`src/rtl/keypad_pkg.sv`:
```
// keypad_pkg
//   Shared types, sizes and helper functions for the 4x4 keypad scanner.
//   - NUM_ROWS / NUM_COLS / CODE_W : keypad geometry and key code width
//   - scan_state_t                 : scanner FSM states
//   - key_code_t                   : encoded key, row*4+col
//   - lowest_zero()                : index of the lowest active-low column
//   - encode_key()                 : row/column pattern -> key code
//   - row_drive()                  : row index -> active-low one-hot drive
package keypad_pkg;

    localparam int NUM_ROWS = 4;
    localparam int NUM_COLS = 4;
    localparam int CODE_W   = 4;

    typedef enum logic [1:0] {
        SCAN,
        CONFIRM,
        EMIT,
        WAIT_RELEASE
    } scan_state_t;

    typedef logic [CODE_W-1:0] key_code_t;

    // Scans from the top so the lowest pressed column is the last one written.
    function automatic logic [1:0] lowest_zero(input logic [NUM_COLS-1:0] cols);
        logic [1:0] idx;
        idx = 2'd0;
        for (int i = NUM_COLS - 1; i >= 0; i--) begin
            if (!cols[i]) idx = 2'(i);
        end
        return idx;
    endfunction

    function automatic key_code_t encode_key(input logic [1:0]          row,
                                             input logic [NUM_COLS-1:0] cols);
        return {row, lowest_zero(cols)};
    endfunction

    function automatic logic [NUM_ROWS-1:0] row_drive(input logic [1:0] row);
        return ~(4'b0001 << row);
    endfunction

endpackage

```
`src/rtl/keypad_scanner_col_sync.sv`:
```
// col_sync
//   Two-flop synchronizer for the raw keypad columns, which change
//   asynchronously to clk. Resets to all ones (no key pressed).
//   Ports:
//     clk  - system clock
//     rst  - synchronous reset, active-high
//     din  - raw active-low columns
//     dout - synchronized columns, two cycles behind din
module col_sync
    import keypad_pkg::*;
(
    input  logic                clk,
    input  logic                rst,
    input  logic [NUM_COLS-1:0] din,
    output logic [NUM_COLS-1:0] dout
);

    logic [NUM_COLS-1:0] meta;

    always_ff @(posedge clk) begin
        if (rst) begin
            meta <= '1;
            dout <= '1;
        end else begin
            // NOTE: non-blocking so meta and dout stay two distinct flop stages.
            meta <= din;
            dout <= meta;
        end
    end

endmodule

```
`src/rtl/keypad_scanner.sv`:
```
// keypad_scanner
//   Scans a 4x4 active-low matrix keypad one row at a time, confirms a
//   stable single press, and hands out one key code per press over a
//   valid/ready handshake. A key is re-armed only after a stable release.
//   Parameters:
//     SCAN_TICKS - cycles each row is driven before its columns are sampled
//     STABLE_CNT - consecutive matching cycles to confirm a press or release
//   Ports:
//     clk       - system clock
//     rst       - synchronous reset, active-high
//     col_in    - raw columns, active-low, asynchronous
//     row_out   - row drive, active-low one-hot
//     key_code  - encoded key, row*4+col (lowest column wins)
//     key_valid - key_code holds a confirmed press
//     key_ready - consumer accepts key_code
//     key_held  - a confirmed key has not yet been released
module keypad_scanner
    import keypad_pkg::*;
#(
    parameter int SCAN_TICKS = 4,
    parameter int STABLE_CNT = 26
) (
    input  logic                clk,
    input  logic                rst,
    input  logic [NUM_COLS-1:0] col_in,
    output logic [NUM_ROWS-1:0] row_out,
    output key_code_t           key_code,
    output logic                key_valid,
    input  logic                key_ready,
    output logic                key_held
);

    localparam logic [7:0] TICK_LAST   = 8'(SCAN_TICKS - 1);
    localparam logic [7:0] STABLE_LAST = 8'(STABLE_CNT - 1);

    logic [NUM_COLS-1:0] cols;
    scan_state_t         state;
    logic [1:0]          row;
    logic [1:0]          next_row;
    logic [7:0]          tick;
    logic [7:0]          stable;
    logic [NUM_COLS-1:0] pattern;

    col_sync u_col_sync (
        .clk  (clk),
        .rst  (rst),
        .din  (col_in),
        .dout (cols)
    );

    // Two-bit row index wraps 3 -> 0 on its own.
    assign next_row = row + 2'd1;

    always_ff @(posedge clk) begin
        if (rst) begin
            state     <= SCAN;
            row       <= 2'd0;
            row_out   <= row_drive(2'd0);
            tick      <= 8'd0;
            stable    <= 8'd0;
            pattern   <= '1;
            key_code  <= '0;
            key_valid <= 1'b0;
            key_held  <= 1'b0;
        end else begin
            case (state)
                SCAN: begin
                    if (tick == TICK_LAST) begin
                        tick <= 8'd0;
                        if (cols != '1) begin
                            pattern <= cols;
                            stable  <= 8'd0;
                            state   <= CONFIRM;
                        end else begin
                            row     <= next_row;
                            row_out <= row_drive(next_row);
                        end
                    end else begin
                        tick <= tick + 8'd1;
                    end
                end

                CONFIRM: begin
                    if (cols == pattern) begin
                        if (stable == STABLE_LAST) begin
                            // Code is captured here and frozen until the handshake.
                            key_code  <= encode_key(row, pattern);
                            key_valid <= 1'b1;
                            key_held  <= 1'b1;
                            stable    <= 8'd0;
                            state     <= EMIT;
                        end else begin
                            stable <= stable + 8'd1;
                        end
                    end else begin
                        // Bounce or pattern change: abandon and move on.
                        stable  <= 8'd0;
                        tick    <= 8'd0;
                        row     <= next_row;
                        row_out <= row_drive(next_row);
                        state   <= SCAN;
                    end
                end

                EMIT: begin
                    // Column activity is ignored here; the press is delivered regardless.
                    if (key_ready) begin
                        key_valid <= 1'b0;
                        stable    <= 8'd0;
                        state     <= WAIT_RELEASE;
                    end
                end

                WAIT_RELEASE: begin
                    if (cols == '1) begin
                        if (stable == STABLE_LAST) begin
                            key_held <= 1'b0;
                            stable   <= 8'd0;
                            tick     <= 8'd0;
                            row      <= next_row;
                            row_out  <= row_drive(next_row);
                            state    <= SCAN;
                        end else begin
                            stable <= stable + 8'd1;
                        end
                    end else begin
                        stable <= 8'd0;
                    end
                end

                default: state <= SCAN;
            endcase
        end
    end

endmodule

```
`config.mk`:
```
export PLATFORM = sky130hd
export DESIGN_NAME = keypad_scanner
export DESIGN_NICKNAME = d
export VERILOG_FILES = /design/src/rtl/keypad_pkg.sv /design/src/rtl/keypad_scanner_col_sync.sv /design/src/rtl/keypad_scanner.sv
export SDC_FILE = /design/constraint.sdc
export NUM_CORES = 1
export LEC_CHECK = 0
export CELL_PAD_IN_SITES_DETAIL_PLACEMENT = 2
export CELL_PAD_IN_SITES_GLOBAL_PLACEMENT = 2
export CORE_ASPECT_RATIO = 0.75
export CORE_MARGIN = 3
export CORE_UTILIZATION = 35
export CTS_BUF_LIST = sky130_fd_sc_hd__clkbuf_4 sky130_fd_sc_hd__clkbuf_8 sky130_fd_sc_hd__clkbuf_16
export CTS_CLUSTER_DIAMETER = 200
export CTS_CLUSTER_SIZE = 8
export DETAILED_ROUTE_END_ITERATION = 6
export GPL_TIMING_DRIVEN = 0
export HOLD_SLACK_MARGIN = 0.08
export PLACE_DENSITY = 0.89
export SYNTH_ARGS = -nofsm -noshare
export SYNTH_HDL_FRONTEND = slang
export SYNTH_SLANG_ARGS = --single-unit
```
`constraint.sdc`:
```
create_clock -name clk -period 3 [get_ports clk]
set_clock_uncertainty 0.1 [all_clocks]
set_input_delay 0.45 -clock clk [delete_from_list [all_inputs] [get_ports clk]]
set_output_delay 0.45 -clock clk [all_outputs]
set_load 0.01 [all_outputs]
```
==> impl_metrics.prom <==
# TYPE chip_impl_metric gauge
chip_impl_metric{name="first_pass_iters",unit=""} 4
chip_impl_metric{name="antenna_diode_count",unit=""} 0
chip_impl_metric{name="max_cap_violations",unit=""} 0
chip_impl_info{name="cts_root_buffer",value="clkbuf_8"} 1
chip_impl_info{name="worst_setup_path_end_kind",value="register"} 1
chip_impl_metric{name="critPathArrivalTime",unit="ps"} 2590
chip_impl_metric{name="cts_htree_levels",unit=""} 2
chip_impl_metric{name="post_route_cells_drive_above_1_share",unit="%"} 12.6
chip_impl_metric{name="grt_max_degree",unit=""} 15
chip_impl_metric{name="grt_pass1_vias",unit=""} 1980
chip_impl_metric{name="routed_wl",unit="um"} 5920
chip_impl_metric{name="fill_cells",unit=""} 611
chip_impl_info{name="synth_flop_type",value="dfxtp_1"} 1
chip_impl_info{name="holdCritStartpoint",value="u_col_sync.meta[0]$_SDFF_PP1_"} 1
chip_impl_metric{name="io_pins",unit=""} 17
chip_impl_metric{name="power.ir.vdd_worst",unit="uV"} 221
chip_impl_metric{name="fp.dieArea",unit="um^2"} 6820
chip_impl_metric{name="timing.final.crit_share",unit="%"} 82.1
chip_impl_info{name="rsz0062_at_grt",value="false"} 1
chip_impl_metric{name="final_nets",unit=""} 275
chip_impl_metric{name="global_route_wire_length_before_repair",unit="um"} 10200
chip_impl_metric{name="syn_nets",unit=""} 252
chip_impl_metric{name="finalSetupViolations",unit=""} 0
chip_impl_metric{name="worst_margin_slew",unit="ps"} 1040
chip_impl_metric{name="globalRouteOverflowTotal",unit=""} 0
chip_impl_metric{name="floorplan.die.width",unit="um"} 94.4
chip_impl_metric{name="flow.area_growth_from_synthesis",unit="%"} 19.1
chip_impl_metric{name="antenna_found_initial",unit=""} 0
chip_impl_metric{name="cts.repair.resized",unit=""} 0
chip_impl_metric{name="synth_cell_area",unit="um^2"} 2050
chip_impl_info{name="critPathKind",value="reg2reg"} 1
chip_impl_metric{name="worstSkewPairLatency",unit="ps"} 310
chip_impl_metric{name="initial_core_util",unit="%"} 37.3
chip_impl_metric{name="cp_max_fo",unit=""} 9
chip_impl_metric{name="netlist_instances",unit=""} 238
chip_impl_metric{name="wl_per_cell",unit="um"} 17.6
chip_impl_info{name="run_status",value="finished, final reports clean"} 1
chip_impl_metric{name="postRouteAntennaNets",unit=""} 0
chip_impl_info{name="startpoint_type",value="register"} 1
chip_impl_metric{name="numCtsBuffers",unit=""} 5
chip_impl_metric{name="gr-usage-all-layers",unit="%"} 19.4
chip_impl_metric{name="multiInputGateArea",unit="um^2"} 1120
chip_impl_metric{name="max_slew_margin",unit="%"} 30.2
chip_impl_metric{name="fmax",unit="GHz"} 0.406
chip_impl_metric{name="core_area",unit="um^2"} 5500
chip_impl_metric{name="starting_drt_drc_count",unit=""} 55
chip_impl_metric{name="routed-via-count",unit=""} 1823
chip_impl_metric{name="asyncSetResetFlopFracSynth",unit="%"} 0
chip_impl_metric{name="post_synthesis_cell_type_count",unit=""} 51
chip_impl_info{name="crit_path_start",value="u_col_sync.dout[0]$_SDFF_PP1_"} 1
chip_impl_metric{name="layout.cell_area.non_filler",unit="um^2"} 2440
chip_impl_metric{name="cts_setup_buffers",unit=""} 0
chip_impl_info{name="layout.cells.most_common",value="dfxtp_1"} 1
chip_impl_metric{name="chipHeight",unit="um"} 72.3
chip_impl_metric{name="detailed_place.area",unit="um^2"} 2300
chip_impl_metric{name="port_buffers",unit=""} 16
chip_impl_metric{name="placement.setup.worst_slack",unit="ps"} 409
chip_impl_metric{name="detailed_place_hpwl",unit="um"} 4220
chip_impl_metric{name="totalNegativeSetupSlack",unit="ps"} 0
chip_impl_metric{name="final_core_util",unit="%"} 44.4
chip_impl_metric{name="power.density",unit="nW/um^2"} 526
chip_impl_metric{name="final_hold_violations",unit=""} 0
chip_impl_metric{name="placement_row_count",unit=""} 23
chip_impl_metric{name="synth_sequential_area_ratio",unit="%"} 41.0
chip_impl_metric{name="gp_congestion",unit=""} 0.760
chip_impl_info{name="rr_startpoint",value="u_col_sync.dout[0]$_SDFF_PP1_"} 1
chip_impl_metric{name="clk_pin_slew_worst_paths",unit="ps"} 90
chip_impl_metric{name="ys_seq_elements",unit=""} 42
chip_impl_metric{name="p_leak",unit="nW"} 0.913
chip_impl_metric{name="ys.warnings.count",unit=""} 0
chip_impl_metric{name="clock_sinks",unit=""} 42
chip_impl_info{name="commonest_cells_after_routing_fill_and_taps_aside",value="42 x dfxtp_1, 21 x nor2_1, 19 x a21oi_1"} 1
chip_impl_metric{name="worst_slack",unit="ps"} 537
chip_impl_metric{name="detail_route.vias_per_cell",unit=""} 5.41
chip_impl_info{name="hold_path.class",value="reg2reg"} 1
chip_impl_info{name="cts_tree",value="built"} 1
chip_impl_metric{name="fin_crit",unit="ps"} 2460
chip_impl_metric{name="max-clock-path-buffers",unit=""} 2
chip_impl_metric{name="number_of_enable_type_register_cells_in_the_synthesized_netlist",unit=""} 0
chip_impl_metric{name="timing.critical_path.required",unit="ps"} 3130
chip_impl_metric{name="syn_area_per_cell",unit="um^2"} 8.62
chip_impl_metric{name="report.final.slew_viol_count",unit=""} 0
chip_impl_metric{name="sequential_cell_area",unit="um^2"} 841
chip_impl_metric{name="post-route-drc-count",unit=""} 0
chip_impl_metric{name="cts_hold_buffers",unit=""} 0
chip_impl_metric{name="fin_worst_hold_slack",unit="ps"} 333
-- critical path, stage by stage (launching register included) --
cell and delay, ps:
dfxtp_1 430, xnor2_1 160, nand4_2 320, o31ai_1 940, o21ai_0 230, a21oi_1 190
-- through the flow --
step                total power [W]  std cells
global route                0.00135        337
detailed placement         0.000745        329
CTS                         0.00130        337
global placement           0.000735        329
floorplan                  0.000693        238
finish                      0.00128        337
-- sequential cells by signal (all words and copies together), names as in the netlist, 2 cells and up, named ones only --
signal and cells:
key_code 4, pattern 4, row 2, row_out 4
stable 8, tick 8, u_col_sync.dout 4, u_col_sync.meta 4
-- per-layer routing --
layer | part of all wire, % | track usage, % | routed length (um) | vias to the layer above
met5 | 0 | 0 | 0 | -
met4 | 1.1 | 5.93 | 64 | 0
met3 | 2.7 | 3.94 | 159 | 7
met2 | 49 | 32.2 | 2870 | 19
met1 | 48 | 25.5 | 2820 | 896
li1 | - | - | - | 901
-- cell families after synthesis --
logic type	count (synthesis)	share of synthesized area, %
multiplexers	5	2.44
flip-flops	42	41.0
buffers and inverters	20	4.51
XOR/XNOR	4	1.71
AND/OR/NAND/NOR	100	28.5
adder cells (fa/ha/maj)	7	4.27
AO/OA/AOI/OAI	60	17.6
-- path summary, 6_finish.rpt --
path / to / slack (ps) / depth (start not counted)
min reg2reg: u_col_sync.dout[0]$_SDFF_PP1_ / 330 / 1
max reg2reg: tick[5]$_SDFFE_PP0P_ / 540 / 5
min: u_col_sync.dout[0]$_SDFF_PP1_ / 330 / 1
max: tick[5]$_SDFFE_PP0P_ / 540 / 5
-- final cells by class --
cell class              count  area share (%)
repair buffers             16            6.56
clock buffers               5            2.82
flip-flops and latches     42            34.4
clock inverters             3            2.82
inverters                  12            1.84
plain buffers               8            1.95
well taps                  75            3.84
multi-input cells         176            45.7
-- report_power, final --
group / switching, W / total, W / internal [W]
Combinational: 0.0000834 / 0.000140 / 0.0000566
Sequential: 0.0000159 / 0.000592 / 0.000576
Clock: 0.000219 / 0.000553 / 0.000334
Total: 0.000318 / 0.00128 / 0.000967
-- cell usage after synthesis (2+ instances only) --
cell	count	area, um^2
nor3_4	3	48.8
xnor2_1	4	35.0
o22ai_1	2	12.5
nor3_1	13	65.1
a21oi_1	19	95.1
nand3_1	13	65.1
nand2b_1	2	12.5
o211ai_1	3	22.5
ha_1	7	87.6
o21ai_1	4	20.0
a211oi_1	2	15.0
or4_1	2	15.0
clkbuf_1	4	15.0
a31oi_1	2	12.5
nand2_1	13	48.8
a21boi_0	3	22.5
mux2i_1	5	50.1
dfxtp_1	42	841
and3_1	4	25.0
or2_2	10	62.6
o21ai_0	16	80.1
o31ai_1	3	22.5
nor2_1	21	78.8
inv_1	12	45.0
nand4_1	2	12.5
buf_6	2	22.5
(Power assumes the default switching activity.)
